==> config.mk <==
export PLATFORM = sky130hd
export DESIGN_NAME = fetch_queue
export DESIGN_NICKNAME = d
export VERILOG_FILES = /design/src/rtl/fetch_queue.sv
export SDC_FILE = /design/constraint.sdc
export NUM_CORES = 1
export LEC_CHECK = 0
export CAP_MARGIN = 20
export CORE_MARGIN = 4
export CORE_UTILIZATION = 30
export CTS_BUF_LIST = sky130_fd_sc_hd__clkbuf_4 sky130_fd_sc_hd__clkbuf_8
export CTS_CLUSTER_DIAMETER = 80
export DETAILED_ROUTE_END_ITERATION = 8
export PLACE_DENSITY = 0.61
export SLEW_MARGIN = 30
export SYNTH_ARGS = -nofsm -noshare
export SYNTH_HDL_FRONTEND = slang
export SYNTH_SLANG_ARGS = --single-unit
export TNS_END_PERCENT = 5
==> constraint.sdc <==
create_clock -name clk -period 4.09 [get_ports clk]
set_clock_uncertainty 0.05 [all_clocks]
set_input_delay 0.409 -clock clk [delete_from_list [all_inputs] [get_ports clk]]
set_output_delay 0.409 -clock clk [all_outputs]
set_load 0.005 [all_outputs]
==> src/rtl/fetch_queue.sv <==
// fetch_queue
//
// Instruction fetch front end with a small prefetch buffer. Owns the fetch PC,
// issues sequential word fetches over a request/response handshake (at most one
// outstanding), queues each returned word with its PC+4, and presents the head
// entry to the IF/ID register. A taken branch flushes the queue and redirects
// the fetch PC. A response to a request that was in flight at the branch is
// dropped.
//
// Optional feature: define FETCH_QUEUE_BYPASS_EN to present an undiscarded
// response combinationally when the queue is empty. It is consumed directly if
// freeze is low, and pushed normally if freeze is high.
//
// Parameters:
//   DEPTH     queue entries, power of two, >= 2
//   RESET_PC  fetch PC after reset
//
// Ports:
//   clk           in   clock, rising edge
//   rst           in   asynchronous reset, active low
//   freeze        in   downstream stall; head entry held while high
//   branch_taken  in   redirect pulse; flushes queue, overrides freeze
//   branch_addr   in   redirect target (word aligned)
//   imem_req      out  fetch request valid
//   imem_addr     out  fetch address (the fetch PC)
//   imem_ready    in   memory accepts the request this cycle
//   imem_rvalid   in   response valid (in order)
//   imem_rdata    in   fetched instruction word
//   valid         out  head entry presented
//   pc            out  PC+4 of the presented instruction, 0 when not valid
//   instruction   out  presented instruction, 0 (NOP) when not valid
module fetch_queue #(
    parameter int unsigned DEPTH    = 4,
    parameter logic [31:0] RESET_PC = 32'h0
) (
    input  logic        clk,
    input  logic        rst,
    input  logic        freeze,
    input  logic        branch_taken,
    input  logic [31:0] branch_addr,
    output logic        imem_req,
    output logic [31:0] imem_addr,
    input  logic        imem_ready,
    input  logic        imem_rvalid,
    input  logic [31:0] imem_rdata,
    output logic        valid,
    output logic [31:0] pc,
    output logic [31:0] instruction
);

    localparam int unsigned PTR_W = $clog2(DEPTH);
    localparam int unsigned CNT_W = PTR_W + 1;
    localparam logic [CNT_W-1:0] FULL = CNT_W'(DEPTH);

    logic [31:0]      r_fetch_pc;
    logic             r_outstanding;
    logic             r_discard;
    logic [PTR_W-1:0] r_rd_ptr;
    logic [PTR_W-1:0] r_wr_ptr;
    logic [CNT_W-1:0] r_count;
    logic [31:0]      r_mem_pc    [DEPTH];
    logic [31:0]      r_mem_instr [DEPTH];

    logic w_nonempty;
    logic w_resp;
    logic w_accept;
    logic w_push;
    logic w_pop;
    logic w_bypass;

    assign w_nonempty = (r_count != '0);
    assign w_resp     = imem_rvalid && r_outstanding;

    // Only one request may be in flight and its slot must be free, so the
    // queue can never overflow. The rst term keeps every output at 0 while
    // reset is held.
    assign imem_req  = rst && !branch_taken && !r_outstanding && (r_count < FULL);
    assign imem_addr = rst ? r_fetch_pc : '0;
    assign w_accept  = imem_req && imem_ready;

`ifdef FETCH_QUEUE_BYPASS_EN
    assign w_bypass = w_resp && !r_discard && !branch_taken && !w_nonempty;
    // A bypassed entry that is consumed in the same cycle never enters storage.
    assign w_push   = w_resp && !r_discard && !branch_taken && !(w_bypass && !freeze);
`else
    assign w_bypass = 1'b0;
    assign w_push   = w_resp && !r_discard && !branch_taken;
`endif

    assign w_pop = w_nonempty && !freeze && !branch_taken;
    assign valid = w_nonempty || w_bypass;

    always_comb begin
        pc          = '0;
        instruction = '0;
        if (w_nonempty) begin
            pc          = r_mem_pc[r_rd_ptr];
            instruction = r_mem_instr[r_rd_ptr];
        end else if (w_bypass) begin
            pc          = r_fetch_pc;
            instruction = imem_rdata;
        end
    end

    always_ff @(posedge clk or negedge rst) begin
        if (!rst) begin
            r_fetch_pc    <= RESET_PC;
            r_outstanding <= 1'b0;
            r_discard     <= 1'b0;
            r_rd_ptr      <= '0;
            r_wr_ptr      <= '0;
            r_count       <= '0;
        end else if (branch_taken) begin
            r_fetch_pc    <= branch_addr;
            r_rd_ptr      <= '0;
            r_wr_ptr      <= '0;
            r_count       <= '0;
            // A request still in flight must have its response dropped.
            r_outstanding <= r_outstanding && !w_resp;
            r_discard     <= r_outstanding && !w_resp;
        end else begin
            if (w_accept) begin
                r_outstanding <= 1'b1;
                r_fetch_pc    <= r_fetch_pc + 32'd4;
            end else if (w_resp) begin
                r_outstanding <= 1'b0;
            end
            if (w_resp && r_discard) begin
                r_discard <= 1'b0;
            end
            if (w_push) begin
                r_wr_ptr <= r_wr_ptr + PTR_W'(1);
            end
            if (w_pop) begin
                r_rd_ptr <= r_rd_ptr + PTR_W'(1);
            end
            if (w_push && !w_pop) begin
                r_count <= r_count + CNT_W'(1);
            end else if (!w_push && w_pop) begin
                r_count <= r_count - CNT_W'(1);
            end
        end
    end

    // With one request in flight the fetch PC has already advanced past it,
    // so r_fetch_pc is exactly the PC+4 of the returning word.
    always_ff @(posedge clk) begin
        if (w_push) begin
            r_mem_pc[r_wr_ptr]    <= r_fetch_pc;
            r_mem_instr[r_wr_ptr] <= imem_rdata;
        end
    end

endmodule
Yosys cells after proc, flatten, opt, wreduce, memory -nomap -nowiden
Memories as Yosys holds them, arrays and structs flattened.
Index checks and enable logic that the tools add are counted.
{ "totals": {"ram_bits": 256, "wordCells": 60, "mem_count": 2, "in_bits": 70, "ff_bits": 41, "output_inout_bits": 98} }
{ "mem_list": {"columns": ["memory", "depth", "word_bits", "rd", "rd_clocked_by_memory_dff", "write_ports", "line", "text"], "rows": [
  ["r_mem_instr", 4, 32, 1, 0, 1, "62", "logic [31:0] r_mem_instr [DEPTH];"],
  ["r_mem_pc", 4, 32, 1, 0, 1, "61", "logic [31:0] r_mem_pc [DEPTH];"]
]} }
{ "op_classes": {"order_cmp": 1, "addsub": 5, "mux": 19, "n_reduce_logical": 27} }
{ "ops": {"columns": ["op", "n"], "rows": [
  ["$mux W32", 5],
  ["$add A32 B3 Y32 const B", 1],
  ["$logic_and A1 B1 Y1", 13],
  ["$mux W3", 3],
  ["$reduce_bool A3 Y1", 3],
  ["$mux W2", 4],
  ["$reduce_bool A2 Y1", 4],
  ["$logic_not A1 Y1", 7],
  ["$mux W1", 7],
  ["$add A2 B1 Y2 const B", 2],
  ["$add A3 B1 Y3 const B", 1],
  ["$lt A3 B3 Y1 const B", 1],
  ["$sub A3 B1 Y3 const B", 1]
]} }

Depth between registers and ports, before layout
Gate-level depths: netlist of run 1.
{ "depth": {"word_depth": 8, "ltp_mapped": 8, "depth_no_buf": 7} }

Worst setup path before layout of run 1
OpenSTA, ideal clock, no wires.
{ "synth_path": {"kind": "input to register", "startpoint": "input port branch_taken", "endpoint": "memory r_mem_instr[0][0] (enable)", "arrival_time_ns": 2.536, "stages": 4, "setup_ns": 0.429, "required_ns": 3.611, "path_buffers": 2, "slack_ns": 1.075, "cell_sequence": "clkbuf_1 clkinv_1 clkbuf_1 and3_1"} }
{ "synth_between": {"elab_chain_len": 4} }
{ "synth_rtl": {"columns": ["element", "line", "text"], "rows": [
  ["start: declaration", "39", "input logic branch_taken,"],
  ["$logic_not A1 Y1", "87", "assign w_push = w_resp && !r_discard && !branch_taken;"],
  ["$logic_and A1 B1 Y1", "87", null],
  ["$mux W1", "148", "if (w_push) begin"],
  ["$mux W1 (not written as such)", "150", "r_mem_instr[r_wr_ptr] <= imem_rdata;"],
  ["end: declaration", "62", null]
]} }
No other way between the ends.

Worst setup path in the final report of run 1
{ "layout_path": {"startpoint": "register r_rd_ptr[0]", "endpoint": "output port instruction[28]"} }
{ "layout_between": {"elab_chain_len": 2} }
{ "layout_rtl": {"columns": ["element", "line", "text"], "rows": [
  ["start: declaration", "58", "logic [PTR_W-1:0] r_rd_ptr;"],
  ["start signal: assignment", "135", "r_rd_ptr <= r_rd_ptr + PTR_W'(1);"],
  ["$mem_v2 Z4 W32", null, null],
  ["$mux W32", "96", "if (w_nonempty) begin"],
  ["end: declaration", "48", "output logic [31:0] instruction"]
]} }
No other way between the ends.

==> results.yml, run 1 <==
final_layout:
  diodes: 0
  layout.cells.most_common_list: "edfxtp_1 (256), clkdlybuf4s50_1 (166), and2_1 (98), mux4_2 (64), clkbuf_8 (53)"
  final_common_cell: "edfxtp_1"
  final_util_pct: 38.5
  area_growth_pct: 27.0
  layout.nets: 995
  fillers: 3812
  postLayoutCellArea_sq_um: 15700
  layout-drive-gt1-share_pct: 18.4
setup_path:
  critPathTopFamily: "buffers and inverters"
  r2r-start: "r_fetch_pc[2]"
  worst_setup_path_start_kind: "register"
  crit_path_end_kind: "output pin"
  crit_type: "reg2out"
  reg2reg_depth: 5
  cp_max_fo: 34
  critPathMaxStageDelay_ns: 0.76
  r2r_end: "r_fetch_pc[26]"
  r2r_setup_slack_ns: 1.67
  crit_path_cell_trace: "buf_12, mux4_2, and2_1, clkdlybuf4s50_1"
  required_ns: 3.63
  crit_slowest_cell: "dfrtp_4"
  cp.arrival_ns: 2.95
  cp_num_buf_inv: 2
placed_design:
  dp_hpwl_um: 19400
  place_area_sq_um: 14700
  gp_congestion: 0.747
  portBuffers: 167
global_routing:
  antenna_found_initial: 1
  grt_max_degree: 58
  grt_pass1_wl_um: 47500
  grt_overflow: 0
  gr-usage-all-layers_pct: 14.0
  grt_pass1_vias: 7516
power:
  leakagePower_nw: 5.05
  power_density_nw_per_um2: 537
  ir_worst_vdd_v: 0.000277
route:
  antenna_left: 0
  top_layer_used: "met5"
  met1_length_um: 13500
  num_vias: 7113
  routed_wl_um: 31100
  remaining_drc_errors: 0
  wl_met2_um: 15000
  avgRoutedWirePerCell_um: 20.9
  first_pass_iters: 4
  vias_per_cell: 4.79
  wl_met3_um: 2070
  drt_iter0_markers: 378
synthesis:
  syn_avg_cell_area_sq_um: 17.1
  synth_compound_area_share_pct: 2.85
  synth_fp_nets: 801
  synthMuxAreaShare_pct: 12.1
  ys_types: 51
  synthFlopType: "edfxtp_1"
  yosys.area_share.simple_pct: 11.3
  synthXorXnorAreaFrac_pct: 0.921
  synth-adder-area-share_pct: 0.668
  synth_async_sr_flop_share_pct: 13.8
  yosys_register_bits: 297
  yosys_warnings: 0
  netlist_instances: 725
  synth_top_family_by_area: "multiplexers"
  synthesis.area_sq_um: 12400
  ys_seq_area_share_pct: 70.5
  synth-edff-count: 256
flow_run:
  drv_cap: 0
die:
  die_h_um: 211
  initial_core_util_pct: 30.3
  dieArea_sq_um: 44500
  num_rows: 74
  core_sq_um: 40800
  io-pin-count: 168
  die_w_um: 211
clocking:
  root_buffer: "clkbuf_8"
  htree_levels: 2
  cts_max_path_buffers: 3
  cts.sinks: 297
  post-cts-setup-buffers: 0
  cts_resized: 0
  clk_pin_slew_ns: 0.06
  cts_made_buffers: 49
  clk_latency_ns: 0.60
  cts_tree: "built"
status:
  outcome: "finished clean"
sta:
  rsz0062_at_grt: "false"
  max_slew_margin_pct: 57.2
  setup_viol: 0
  finalHoldViolations: 0
  max_freq_mhz: 293
  fin_setup_tns_ns: 0
  tightestPinTransition_ns: 0.642
  slew_viol_final: 0
  timing.final.crit_share_pct: 83.4
  fin_crit_ns: 3.41
hold_path:
  hold_class: "in2async"
## worst max path at each step
stage                      start  slack (ns)                end  depth (start not counted)
finish               r_rd_ptr[0]        0.68    instruction[28]                          4
global route         r_rd_ptr[0]        0.47             pc[11]                          4
CTS                  r_rd_ptr[0]        0.54             pc[11]                          4
detailed placement   r_rd_ptr[0]        1.23    instruction[28]                          4
global placement     r_rd_ptr[0]        1.22             pc[11]                          4
floorplan           branch_taken        1.07  r_mem_instr[0][0]                          4
## layout make-up
class                   instances  area (sq um)  share of cell area, %
inverters                       9          36.3                  0.231
clock inverters                16           133                  0.844
multi-input cells             380          3460                   22.0
well taps                     532           666                   4.24
clock buffers                  70           857                   5.46
flip-flops and latches        297          8720                   55.5
repair buffers                182          1830                   11.7
## repair_timing
action / 4_1_cts / 5_1_grt
setup endpoints to repair: 0 / 0
hold buffers: 1 / 0
endpoints found under the hold margin: 41 / 0
## per-layer routing
layer,GRT usage [%],vias to the layer above
met3,3.92,47
met2,22.6,231
li1,-,3251
met5,0,-
met1,19.0,3582
met4,3.35,2
## cells by family (layout without fill, tap and decap cells)
family	Yosys count	after routing
AO/OA/AOI/OAI	56	56
XOR/XNOR	13	13
adder cells (fa/ha/maj)	6	6
buffers and inverters	48	277
flip-flops	297	297
multiplexers	69	69
AND/OR/NAND/NOR	236	236
## through the flow
step,instances,hold WS [ns],setup slack (ns),power (mW)
6_report,1486,0.321,0.680,8.44
3_5_place_dp,1399,0.411,1.23,5.93
4_1_cts,1486,0.253,0.542,8.63
2_1_floorplan,725,0.0634,1.07,4.69
3_3_place_gp,1399,0.408,1.22,5.92
5_1_grt,1486,0.284,0.467,8.93
## power by group
part / switching (mW) / internal, mW
Combinational: 0.869 / 1.33
Sequential: 0.204 / 3.39
Clock: 1.17 / 1.47
Total: 2.25 / 6.19
## Yosys cell counts (all sizes together), types with 12 or more instances
cell type	count	area share, %
or4	12	0.73
nand2	33	1.0
nand4	15	0.81
a31oi	15	0.76
o21ai	17	0.69
nand3	14	0.61
nor2	18	0.55
dfrtp	41	8.3
and2	98	5.0
buf	17	0.74
clkbuf	22	0.67
edfxtp	256	62
mux4	64	12
## tightest hold or removal path: cells and delay by family
family / cells / cell delay [ns]
buffers and inverters: 3 / 0.95
## flip-flops by register name, indices dropped and copies added, names as in the netlist
register       cells
r_mem_instr      128
r_fetch_pc        32
r_wr_ptr           2
r_discard          1
r_mem_pc         128
r_count            3
r_rd_ptr           2
r_outstanding      1
(Power assumes the default switching activity.)
==> run 2, diff against run 1 <==
Settings changed: PLACE_DENSITY 0.61 to 0.63.
Clock period 4.09 ns to 2.84 ns, I/O delays scaled along.
==> results.yml, run 2 (synthesis gave the netlist of run 1 again) <==
power:
  ir_worst_vdd_v: 0.000469
  power_density_nw_per_um2: 755
  p_sw_mw: 3.23
  p_int_mw: 8.95
  power_mw: 12.2
  clockPowerShare_pct: 30.8
  swShare_pct: 26.5
  leakagePower_nw: 5.97
  combPwrFrac_pct: 27.6
  power_frac_seq_pct: 41.7
final_layout:
  top_regs: "r_mem_instr x128, r_mem_pc x128, r_fetch_pc x32"
  postLayoutCellArea_sq_um: 16100
  diodes: 0
  area_growth_pct: 30.4
  layout.cells.most_common_list: "edfxtp_1 (256), clkdlybuf4s50_1 (109), and2_1 (96), mux4_2 (64)"
  layout.nets: 1015
  fillers: 3755
  final_common_cell: "edfxtp_1"
  layout-drive-gt1-share_pct: 20.0
setup_path:
  cp.depth: 4
  crit_path_cell_trace: "buf_4, mux4_2, and2_1, clkdlybuf4s50_1"
  cp_max_fo: 5
  reg2reg_depth: 4
  crit_type: "reg2out"
  cp.arrival_ns: 2.41
  critPathMaxStageDelay_ns: 0.51
  worst_setup_path_start_kind: "register"
  crit_slowest_cell: "dfrtp_4"
  required_ns: 2.51
  crit_path_end_kind: "output pin"
  critPathTopFamily: "buffers and inverters"
  cp_num_buf_inv: 2
global_routing:
  grt_overflow: 0
  grt_max_degree: 49
  gr-usage-all-layers_pct: 13.7
  grt_pass1_wl_um: 46500
  antenna_found_initial: 0
  grt_pass1_vias: 7503
die:
  die_h_um: 211
  num_rows: 74
  io-pin-count: 168
  core_sq_um: 40800
  die_w_um: 211
  dieArea_sq_um: 44500
  initial_core_util_pct: 30.3
hold_path:
  hold_class: "in2reg"
  hold_depth: 3
sta:
  fin_setup_tns_ns: 0
  slew_viol_final: 0
  tightestPinTransition_ns: 0.645
  max_freq_mhz: 365
  fin_crit_ns: 2.74
  rsz0062_at_grt: "true"
  fin_ws_ns: 0.0991
  finalHoldViolations: 0
  max_slew_margin_pct: 56.6
  timing.final.crit_share_pct: 96.5
  setup_viol: 0
status:
  outcome: "finished clean"
route:
  avgRoutedWirePerCell_um: 20.7
  first_pass_iters: 4
  antenna_left: 0
  remaining_drc_errors: 0
  drt_iter0_markers: 476
  routed_wl_um: 31200
  num_vias: 7223
  vias_per_cell: 4.80
placed_design:
  portBuffers: 167
  pre_cts_ws_ns: 0.400
  gp_congestion: 0.782
  place_area_sq_um: 14900
  dp_hpwl_um: 19900
clocking:
  htree_levels: 2
  cts_tree: "built"
  cts_max_path_buffers: 3
  cts_made_buffers: 49
  clk_latency_ns: 0.56
  root_buffer: "clkbuf_8"
  cts.sinks: 297
  clk_pin_slew_ns: 0.06
flow_run:
  drv_cap: 0
-- run 2: cell types whose count changed in the layout (fill, tap and decap cells not counted), sizes merged, moves of 2 or more --
cell | previous run | this run
clkdlybuf4s50 | 166 | 109
dlymetal6s2s | 0 | 50
buf | 15 | 33
dlygate4sd2 | 0 | 7
clkbuf | 70 | 66
clkinv | 12 | 16
inv | 10 | 8
-- run 2: per-stage QoR --
stage,utilization [%],hold slack [ns],instances
after detailed placement,36.4,0.0766,1411
after global placement,36.4,0.0763,1411
final,39.5,0.240,1505
after CTS,39.0,0.186,1503
after global routing,39.5,0.204,1505
after floorplan,-,-0.0616,725
-- run 2: layout make-up --
cell class,instances,area (sq um),area share (%)
clock buffers,65,801,4.97
repair buffers,202,2250,14.0
multi-input cells,380,3470,21.5
clock inverters,20,174,1.08
inverters,9,33.8,0.210
flip-flops and latches,297,8720,54.1
well taps,532,666,4.13
-- run 2: path summary, 6_finish.rpt --
| check | start | to | slack [ns] |
|---|---|---|---|
| worst max-delay path | r_rd_ptr[0] | pc[12] | 0.1 |
| worst min-delay path | branch_addr[13] | r_fetch_pc[13] | 0.24 |
| worst max register to register | r_fetch_pc[11] | r_fetch_pc[20] | 0.61 |
| worst min register to register | r_discard | r_discard | 0.52 |
| max in group asynchronous | rst | r_fetch_pc[14] | 1.92 |
| min in group asynchronous | rst | r_count[1] | 0.33 |
-- run 2: per-layer routing --
metal  wire length (um)  track usage [%]  vias up  part of all wire, %
met4                500             3.40        0                  1.6
met3               1790             3.24       38                  5.7
li1                   -                -     3292                    -
met1              14000             18.9     3677                   45
met2              14800             22.0      216                   48
met5                  0                0        -                    0
-- run 2: power by group through the flow --
stage / Combinational (mW) / Clock [mW] / Sequential [mW]
finish: 3.35 / 3.74 / 5.07
global route: 3.67 / 4.08 / 5.09
CTS: 3.51 / 3.88 / 5.07
detailed placement: 3.39 / 0 / 5.19
global placement: 3.38 / 0 / 5.18
floorplan: 1.69 / 0 / 5.06
-- run 2: worst reg2reg max path, delay by kind of cell, from the launching register on --
family | cells | cell delay, ns
AND/OR/NAND/NOR | 3 | 1.36
flip-flops | 1 | 0.57
AO/OA/AOI/OAI | 1 | 0.18
-- run 2: what timing repair did --
item,CTS,global route
setup buffers,4,2
pin swaps,0,0
hold buffers,2,0
setup endpoints to repair,58,55
gates cloned,1,1
gates resized for setup,9,55
endpoints found under the hold margin,41,0
==> patch, RTL diff (config.mk and constraints of run 1) <==
Add a define of `FETCH_QUEUE_BYPASS_EN`.
--- a/src/rtl/fetch_queue.sv
+++ b/src/rtl/fetch_queue.sv
@@ -31,2 +31,4 @@
 //   instruction   out  presented instruction, 0 (NOP) when not valid
+`define FETCH_QUEUE_BYPASS_EN
+
 module fetch_queue #(
Function: changed (a bounded check fails within 4 cycles, from zero or initial values and one cycle with rst low).
==> patch against run 1 <==
- non-clock buffer count rose by 10
- clock power increased by 9.1%
- first-iteration DRC count increased by 22%
- power grew 0.47%
- count of clock-buffer cells in the layout is 4 higher
- register-to-register slack got worse by 430 ps
- maximum frequency decreased by 6.8%
- sequential cell count is the same
- worst setup slack got worse by 250 ps
- design area up 2.7%
- wire length up 7.7%
- synthesized area increased by 2.0%
- highest routed layer is now met4
==> patch: results (changes against run 1) <==
Run status
  • Outcome: completed (unchanged)

Global route
  • Met1 usage: 0.204 (was 0.190)
  • Largest net degree at the start of global routing: 74 (was 58)
  • Met2 usage: 0.231 (was 0.226)
  • First-pass GRT wire length: 50800 um (was 47500 um)
  • Antenna violations before repair: 1 (unchanged)
  • M3 GR Usage: 0.0329 (was 0.0392)
  • Vias in the first global route: 8159 (was 7516)
  • Global-route usage over all layers: 0.148 (was 0.140)

Cells and area
  • Layout cells sized above 1: 0.205 (was 0.184)
  • Final cell count without fillers: 1500 (was 1486)
  • Nets@finish: 1002 (was 995)
  • Ant diodes: 0 (unchanged)

Worst setup path
  • Crit path max fanout: 39 (was 34)
  • R2R Setup Slk: 1240 ps (was 1670 ps)
  • Worst EP arrival: 3200 ps (was 2950 ps)

Power
  • Leakage: 5.36 nW (was 5.05 nW)
  • Worst vdd ir: 0.000226 V (was 0.000277 V)
  • Net Sw Frac: 0.265 (was 0.266)

Placed design
  • Gpl congestion: 0.738 (was 0.747)
  • HPWL after DPL: 20700 um (was 19400 um)
  • Dpl ws: 849 ps (was 1230 ps)
  • Placed cell count: 1402 (was 1399)

Synthesis
  • Mapped Cells: 732 (was 725)
  • Top cells by count, synth: edfxtp_1, mux4_2, a22o_1 (was edfxtp_1, and2_1, mux4_2)
  • Top post-synthesis cells by area: edfxtp_1, mux4_2, dfrtp_1 (unchanged)
  • Async SR Flop Fraction: 0.138 (unchanged)
  • Register area share after synthesis: 0.691 (was 0.705)
  • Yosys cell types: 60 (was 51)
  • Syn Nets: 808 (was 801)

Clock network
  • CTS buffer count: 52 (was 49)
  • Clk pin slew, worst setup/hold paths: 60 ps (about the same)
  • CTS H-tree lvls: 2 (unchanged)
  • Bufs on Longest Clock Path: 3 (unchanged)

Route
  • Starting DRC count in detailed routing: 461 (was 378)
  • First-pass iteration count of the detailed router: 5 (was 4)
  • Via count: 7721 (was 7113)
  • Drt wl/cell: 22.3 um (was 20.9 um)

Timing
  • Final period util: 0.895 (was 0.834)
  • Max-slew headroom: 0.482 (was 0.572)
  • Final Setup Violations: 0 (unchanged)

Hold path
  • HP Class: primary input to flop (was primary input to asynchronous set/reset pin)
-- patch: cell types whose count changed after synthesis, sizes merged, moves of 8 or more --
cell,before,now
o31ai,10,0
o311ai,0,11
and2,98,39
nor2,18,8
nand4,15,7
a31oi,15,1
a22o,0,64
clkbuf,22,36
-- patch: cells by family after synthesis --
kind of cell	Yosys count	synth area share
and+or+nand+nor	154	0.0712
adders and majority gates	6	0.00655
DFF	297	0.691
AOI/OAI and AO/OA	132	0.0852
muxes	74	0.122
xor gates and xnor gates	1	0.000694
buffers and inverters	68	0.0231
-- patch: worst max-delay path: stages, from the launching register on --
cell and delay [ps]:
dfrtp_1 430, or3_2 510, buf_4 280, nor2_4 140, buf_4 410, a22o_1 260
clkdlybuf4s50_1 530
-- patch: repair_timing --
action                    CTS  global route
hold buffers                2             0
setup buffers               0             0
hold endpoints to repair   43             0
-- patch: area by class of cell --
type	count	area, um^2
multi-input combinational	367	3630
sequential	297	8720
fill	3790	25100
inverter	16	65.1
timing repair buffer	192	1930
tap	532	666
clock buffer	74	937
clock inverter	22	180
-- patch: layer usage --
layer	vias to the layer above	share of wire
li1	3405	-
met1	3950	0.44
met2	306	0.46
met3	60	0.068
met4	0	0.027
met5	-	0
-- patch: path summary, 6_finish.rpt --
kind,from,to,depth (start not counted)
hold / removal,branch_addr[25],r_fetch_pc[25],3
setup / recovery,r_count[0],instruction[2],6
min in group asynchronous,rst,r_fetch_pc[21],3
hold reg to reg,r_fetch_pc[1],r_mem_pc[1][1],0
max in group asynchronous,rst,r_rd_ptr[0],3
setup reg to reg,r_fetch_pc[2],r_fetch_pc[26],5
-- patch: power groups by stage --
stage          Combinational, mW  Sequential [mW]  Clock (mW)
2_1_floorplan               1.06             3.51           0
3_3_place_gp                2.04             3.66           0
3_5_place_dp                2.03             3.67           0
4_1_cts                     2.05             3.60        2.98
5_1_grt                     2.16             3.62        3.12
6_report                    2.00             3.60        2.89
-- patch: metrics by stage --
stage	power (mW)	cell area (um^2)	utilization	hold slack, ps
after floorplan	4.58	12600	-	63.4
after global placement	5.70	15000	0.364	492
after detailed placement	5.70	15000	0.364	510
after CTS	8.64	16100	0.391	276
after global routing	8.90	16100	0.391	332
final	8.48	16100	0.391	343
